[src/rtl/cordic_rotator.sv]
// Fully pipelined CORDIC vector rotator: rotates (x, y) by angle a and removes the
// CORDIC gain, producing a Q1.8 result 15 clocks after the sample is applied.
module cordic_rotator #(
    parameter int ITER = 12,
    parameter int IW   = 18
) (
    input  logic        clk,
    input  logic        areset,
    input  logic [12:0] a,
    input  logic [11:0] x,
    input  logic [11:0] y,
    output logic [9:0]  xo,
    output logic [9:0]  yo
);

    localparam int ZW  = 18;
    localparam int PW  = IW + 17;
    localparam int RND = 1 << 21;
    localparam logic signed [16:0] KINV = 17'sd39797;

    function automatic logic signed [ZW-1:0] atan_rom(input int unsigned i);
        case (i)
            0:  atan_rom = 18'sd12868;
            1:  atan_rom = 18'sd7596;
            2:  atan_rom = 18'sd4014;
            3:  atan_rom = 18'sd2037;
            4:  atan_rom = 18'sd1023;
            5:  atan_rom = 18'sd512;
            6:  atan_rom = 18'sd256;
            7:  atan_rom = 18'sd128;
            8:  atan_rom = 18'sd64;
            9:  atan_rom = 18'sd32;
            10: atan_rom = 18'sd16;
            11: atan_rom = 18'sd8;
            12: atan_rom = 18'sd4;
            13: atan_rom = 18'sd2;
            14: atan_rom = 18'sd1;
            default: atan_rom = '0;
        endcase
    endfunction

    // Q.14 value times K^-1 (Q0.16) gives Q.30; round half away from zero into Q1.8.
    function automatic logic [9:0] gain_round_sat(input logic signed [IW-1:0] v);
        logic signed [PW-1:0] p;
        logic signed [PW-1:0] bias;
        logic signed [PW-1:0] s;
        p    = PW'(v) * PW'(KINV);
        bias = p[PW-1] ? PW'(RND - 1) : PW'(RND);
        s    = (p + bias) >>> 22;
        if (s > PW'(511))
            gain_round_sat = 10'h1FF;
        else if (s < PW'(-512))
            gain_round_sat = 10'h200;
        else
            gain_round_sat = s[9:0];
    endfunction

    logic [12:0] a0;
    logic [11:0] x0;
    logic [11:0] y0;

    logic signed [IW-1:0] xp [0:ITER];
    logic signed [IW-1:0] yp [0:ITER];
    logic signed [ZW-1:0] zp [0:ITER];

    logic signed [13:0]   a_ext;
    logic signed [13:0]   a_red;
    logic signed [13:0]   z_pre;
    logic signed [IW-1:0] xs;
    logic signed [IW-1:0] ys;
    logic signed [IW-1:0] x_pre;
    logic signed [IW-1:0] y_pre;

    always_comb begin
        a_ext = {a0[12], a0};
        a_red = a_ext;
        if (a_ext > 14'sd3217)
            a_red = a_ext - 14'sd6434;
        else if (a_ext < -14'sd3217)
            a_red = a_ext + 14'sd6434;

        xs    = {{(IW-16){x0[11]}}, x0, 4'b0000};
        ys    = {{(IW-16){y0[11]}}, y0, 4'b0000};
        x_pre = xs;
        y_pre = ys;
        z_pre = a_red;
        // Strict compare keeps exactly +/-pi/2 in the CORDIC core's convergence range.
        if (a_red > 14'sd1608) begin
            x_pre = -ys;
            y_pre = xs;
            z_pre = a_red - 14'sd1608;
        end else if (a_red < -14'sd1608) begin
            x_pre = ys;
            y_pre = -xs;
            z_pre = a_red + 14'sd1608;
        end
    end

    always_ff @(posedge clk or posedge areset) begin
        if (areset) begin
            a0 <= '0;
            x0 <= '0;
            y0 <= '0;
            for (int unsigned i = 0; i <= ITER; i++) begin
                xp[i] <= '0;
                yp[i] <= '0;
                zp[i] <= '0;
            end
            xo <= '0;
            yo <= '0;
        end else begin
            a0 <= a;
            x0 <= x;
            y0 <= y;

            xp[0] <= x_pre;
            yp[0] <= y_pre;
            zp[0] <= {z_pre, 4'b0000};

            for (int unsigned i = 0; i < ITER; i++) begin
                if (!zp[i][ZW-1]) begin
                    xp[i+1] <= xp[i] - (yp[i] >>> i);
                    yp[i+1] <= yp[i] + (xp[i] >>> i);
                    zp[i+1] <= zp[i] - atan_rom(i);
                end else begin
                    xp[i+1] <= xp[i] + (yp[i] >>> i);
                    yp[i+1] <= yp[i] - (xp[i] >>> i);
                    zp[i+1] <= zp[i] + atan_rom(i);
                end
            end

            xo <= gain_round_sat(xp[ITER]);
            yo <= gain_round_sat(yp[ITER]);
        end
    end

endmodule

[config.mk]
export PLATFORM = sky130hd
export DESIGN_NAME = cordic_rotator
export DESIGN_NICKNAME = d
export VERILOG_FILES = /design/src/rtl/cordic_rotator.sv
export SDC_FILE = /design/constraint.sdc
export NUM_CORES = 2
export LEC_CHECK = 0
export CORE_ASPECT_RATIO = 0.5
export CORE_UTILIZATION = 40
export CTS_CLUSTER_SIZE = 25
export DETAILED_ROUTE_END_ITERATION = 7
export HOLD_SLACK_MARGIN = 0.03
export PLACE_DENSITY = 0.64
export SYNTH_ARGS = -nofsm -noshare
export SYNTH_HDL_FRONTEND = slang
export SYNTH_SLANG_ARGS = --single-unit
[constraint.sdc]
create_clock -name clk -period 23.9 [get_ports clk]
set_input_delay 2.39 -clock clk [delete_from_list [all_inputs] [get_ports clk]]
set_output_delay 2.39 -clock clk [all_outputs]
set_load 0.03 [all_outputs]
==> flow_metrics.py <==
metrics = {
    "status": {
        "status": "finished, final reports clean",
    },
    "timing": {
        "slew_viol_final": 0,
        "tightest_slew_ps": 1130,
        "rsz0062_at_grt": "false",
        "setup_violations": 0,
        "fmax_ghz": 0.112,
        "period_share_pct": 37.3,
        "finalHoldViolCount": 0,
        "slew_headroom_pct": 22.5,
        "layout_min_cycle_time_ps": 8920,
        "skew_ps": 37.9,
        "fin_setup_tns_ps": 0,
    },
    "worst_setup_path": {
        "path_class": "flip-flop to flip-flop",
        "path_common_cell": "fa_1",
        "critPathSlowestCell": "a21oi_1",
        "worstPathMaxFanout": 14,
        "arrival_ps": 9480,
        "setup.worst_path.end_class": "flip-flop",
        "slowest_delay_ps": 790,
        "start_kind": "flip-flop",
        "worstPathRequired_ps": 24460,
    },
    "synth": {
        "ys_types": 101,
        "synth.area.mux_share_pct": 1.15,
        "yosys.area_share.adder_pct": 28.2,
        "synth_top_family_by_area": "adder cells",
        "ys_warn_count": 0,
        "synthFlopType": "dfrtp_1",
        "synth_area_leader_cell": "dfrtp_1",
        "syn_area_um2": 59500,
        "synth.yosys.seq_area_share_pct": 27.8,
        "synth-edff-count": 0,
        "synth_nets": 7514,
        "synth_compound_area_share_pct": 16.6,
        "async_flop_share_pct": 100,
        "syn_inst": 6313,
        "syn_area_per_cell_um2": 9.43,
        "ys_ff_latch": 662,
        "synth_top_area_share_pct": 27.8,
        "synthXorXnorAreaFrac_pct": 10.2,
        "synth.area.top_cells": "dfrtp_1 (28%), ha_1 (18%), fa_1 (10%), xnor2_1 (7.5%), inv_1 (5.4%)",
        "yosys.area_share.simple_pct": 9.87,
    },
    "global_route": {
        "grt_use_total_pct": 17.2,
        "grt_pass1_vias": 42900,
        "antenna_found_initial": 0,
        "grt_start_max_net_pins": 160,
        "overflow": 0,
        "grt_first_pass_wirelength_um": 214000,
    },
    "placed_design": {
        "dpl.hpwl_um": 104000,
        "io_buffers": 58,
        "gp_congestion": 0.896,
    },
    "route": {
        "drt-total-wl_um": 127000,
        "via_per_inst": 5.11,
        "vias": 42900,
        "ant_nets": 0,
        "drc": 0,
        "post_drt_wl_per_cell_um": 15.2,
        "drtIter0Drc": 2159,
        "first_pass_iters": 5,
    },
    "layout": {
        "areaGrowthSynthToFinish_pct": 9.06,
        "num_antenna_cells": 0,
        "fillers": 14100,
        "nets": 7572,
        "drive_gt1_share_pct": 3.36,
    },
    "clocking": {
        "root_buffer": "clkbuf_16",
        "cts_max_level": 3,
        "max-clock-path-buffers": 3,
        "postCtsSetupRepairBufs": 0,
        "cts_tree": "built",
        "ctsHoldBuffers": 0,
        "cts_resized": 0,
        "cts.sinks": 662,
        "clkSlewWorstSetupHoldPaths_ps": 60,
        "cts_buffers": 70,
        "clk-insertion-delay-late_ps": 670,
    },
    "floorplan": {
        "core_um2": 147000,
        "initial_utilization_pct": 40.6,
        "die_h_um": 275,
        "io_pins": 59,
        "dieArea_um2": 150000,
        "die_x_um": 548,
        "rows": 99,
    },
    "job": {
        "maxCapViolCount": 0,
    },
    "worst_hold_path": {
        "hp-class": "flip-flop to flip-flop",
    },
}
cell usage after synthesis (18+ instances only):
| master | count |
|---|---|
| o21a_1 | 75 |
| o21ai_0 | 268 |
| o211ai_1 | 18 |
| nand4_1 | 21 |
| and3_1 | 34 |
| nor3_1 | 166 |
| a21o_1 | 129 |
| mux2i_1 | 49 |
| inv_1 | 856 |
| nand2b_1 | 44 |
| a21oi_1 | 535 |
| nor2_1 | 449 |
| nor3b_1 | 18 |
| fa_1 | 302 |
| xor2_1 | 179 |
| a211o_1 | 26 |
| clkbuf_1 | 74 |
| a21boi_0 | 49 |
| nor2b_1 | 46 |
| dfrtp_1 | 662 |
| o41a_1 | 25 |
| a31oi_1 | 50 |
| xnor2_1 | 513 |
| o21bai_1 | 130 |
| ha_1 | 860 |
| a211oi_1 | 29 |
| and2_1 | 29 |
| nand3_1 | 59 |
| or3_1 | 47 |
| nand2_1 | 228 |
| nor4_1 | 29 |
sequential cells by signal, summed over array words and instances, names as in the netlist:
name,cells
xo,10
x0,12
yp,222
xp,219
zp,164
y0,12
a0,13
yo,10
layer usage:
layer,track usage [%],vias up,part of all wire (%)
li1,-,21800,-
met2,31.2,538,49
met1,21.2,20400,45
met3,2.02,205,2.8
met4,5.73,0,3.3
met5,0,-,0
through the flow:
stage / util, % / area [µm²] / hold slack, ps / cells / setup WS (ps)
floorplan: - / 59500 / 331 / 6313 / 2960
global placement: 42.5 / 62400 / 332 / 8268 / 15130
detailed placement: 42.5 / 62400 / 335 / 8268 / 14960
CTS: 44.2 / 64900 / 350 / 8395 / 14950
global route: 44.2 / 64900 / 359 / 8395 / 14270
finish: 44.2 / 64900 / 349 / 8395 / 14980
final timing paths:
kind,slack (ps),startpoint,to,cells past startpoint
worst min-delay path,350,zp[113],zp[95],0
worst min register to register,350,zp[113],zp[95],0
min in group asynchronous,2220,areset,xp[147],2
worst max-delay path,14980,yp[7],yo[8],29
max in group asynchronous,18890,areset,xp[4],5
worst max register to register,14980,yp[7],yo[8],29
cell usage in the layout (no fill, tap or decap), types with 23 or more instances in the layout:
cell and n:
and2_1 29, nand2_1 228, nand2b_1 44, a31oi_1 49
o21ai_0 268, a21o_1 129, xor2_1 179, mux2i_1 49
a21boi_0 49, nor2b_1 46, ha_1 860, buf_4 23
nand3_1 59, a211o_1 26, o21bai_1 130, clkdlybuf4s50_1 58
nor4_1 29, fa_1 302, nor2_1 449, xnor2_1 513
nor3_1 166, o41a_1 25, or3_1 47, and3_1 34
a211oi_1 29, dfrtp_1 662, a21oi_1 535, o21a_1 75
clkbuf_16 70, inv_1 855
logic make-up (layout without fill, tap and decap cells):
kind of cell | Yosys count | in the layout
DFF | 662 | 662
other | 1 | 1
adders and majority gates | 1162 | 1162
AOI/OAI and AO/OA | 1539 | 1539
xor gates and xnor gates | 693 | 693
and+or+nand+nor | 1233 | 1233
buffers and inverters | 957 | 1070
muxes | 66 | 66
final cells by class:
cell class	instances	area (µm²)	share of cell area, %
multi-input cells	4694	39400	60.6
flip-flops and latches	662	16600	25.5
inverters	861	3240	4.99
well taps	1969	2460	3.79
clock buffers	92	1960	3.03
repair buffers	82	773	1.19
clock inverters	35	572	0.881
critical path: cells and delay by family (launching register included):
family	cells	cell delay (ps)
adders and majority gates	8	3670
and+or+nand+nor	2	590
AOI/OAI and AO/OA	13	3470
DFF	1	480
buffers and inverters	5	390
xor gates and xnor gates	1	240
Power is not shown: default switching activity piles up to over one toggle a cycle in this logic, so the estimate is an artifact.
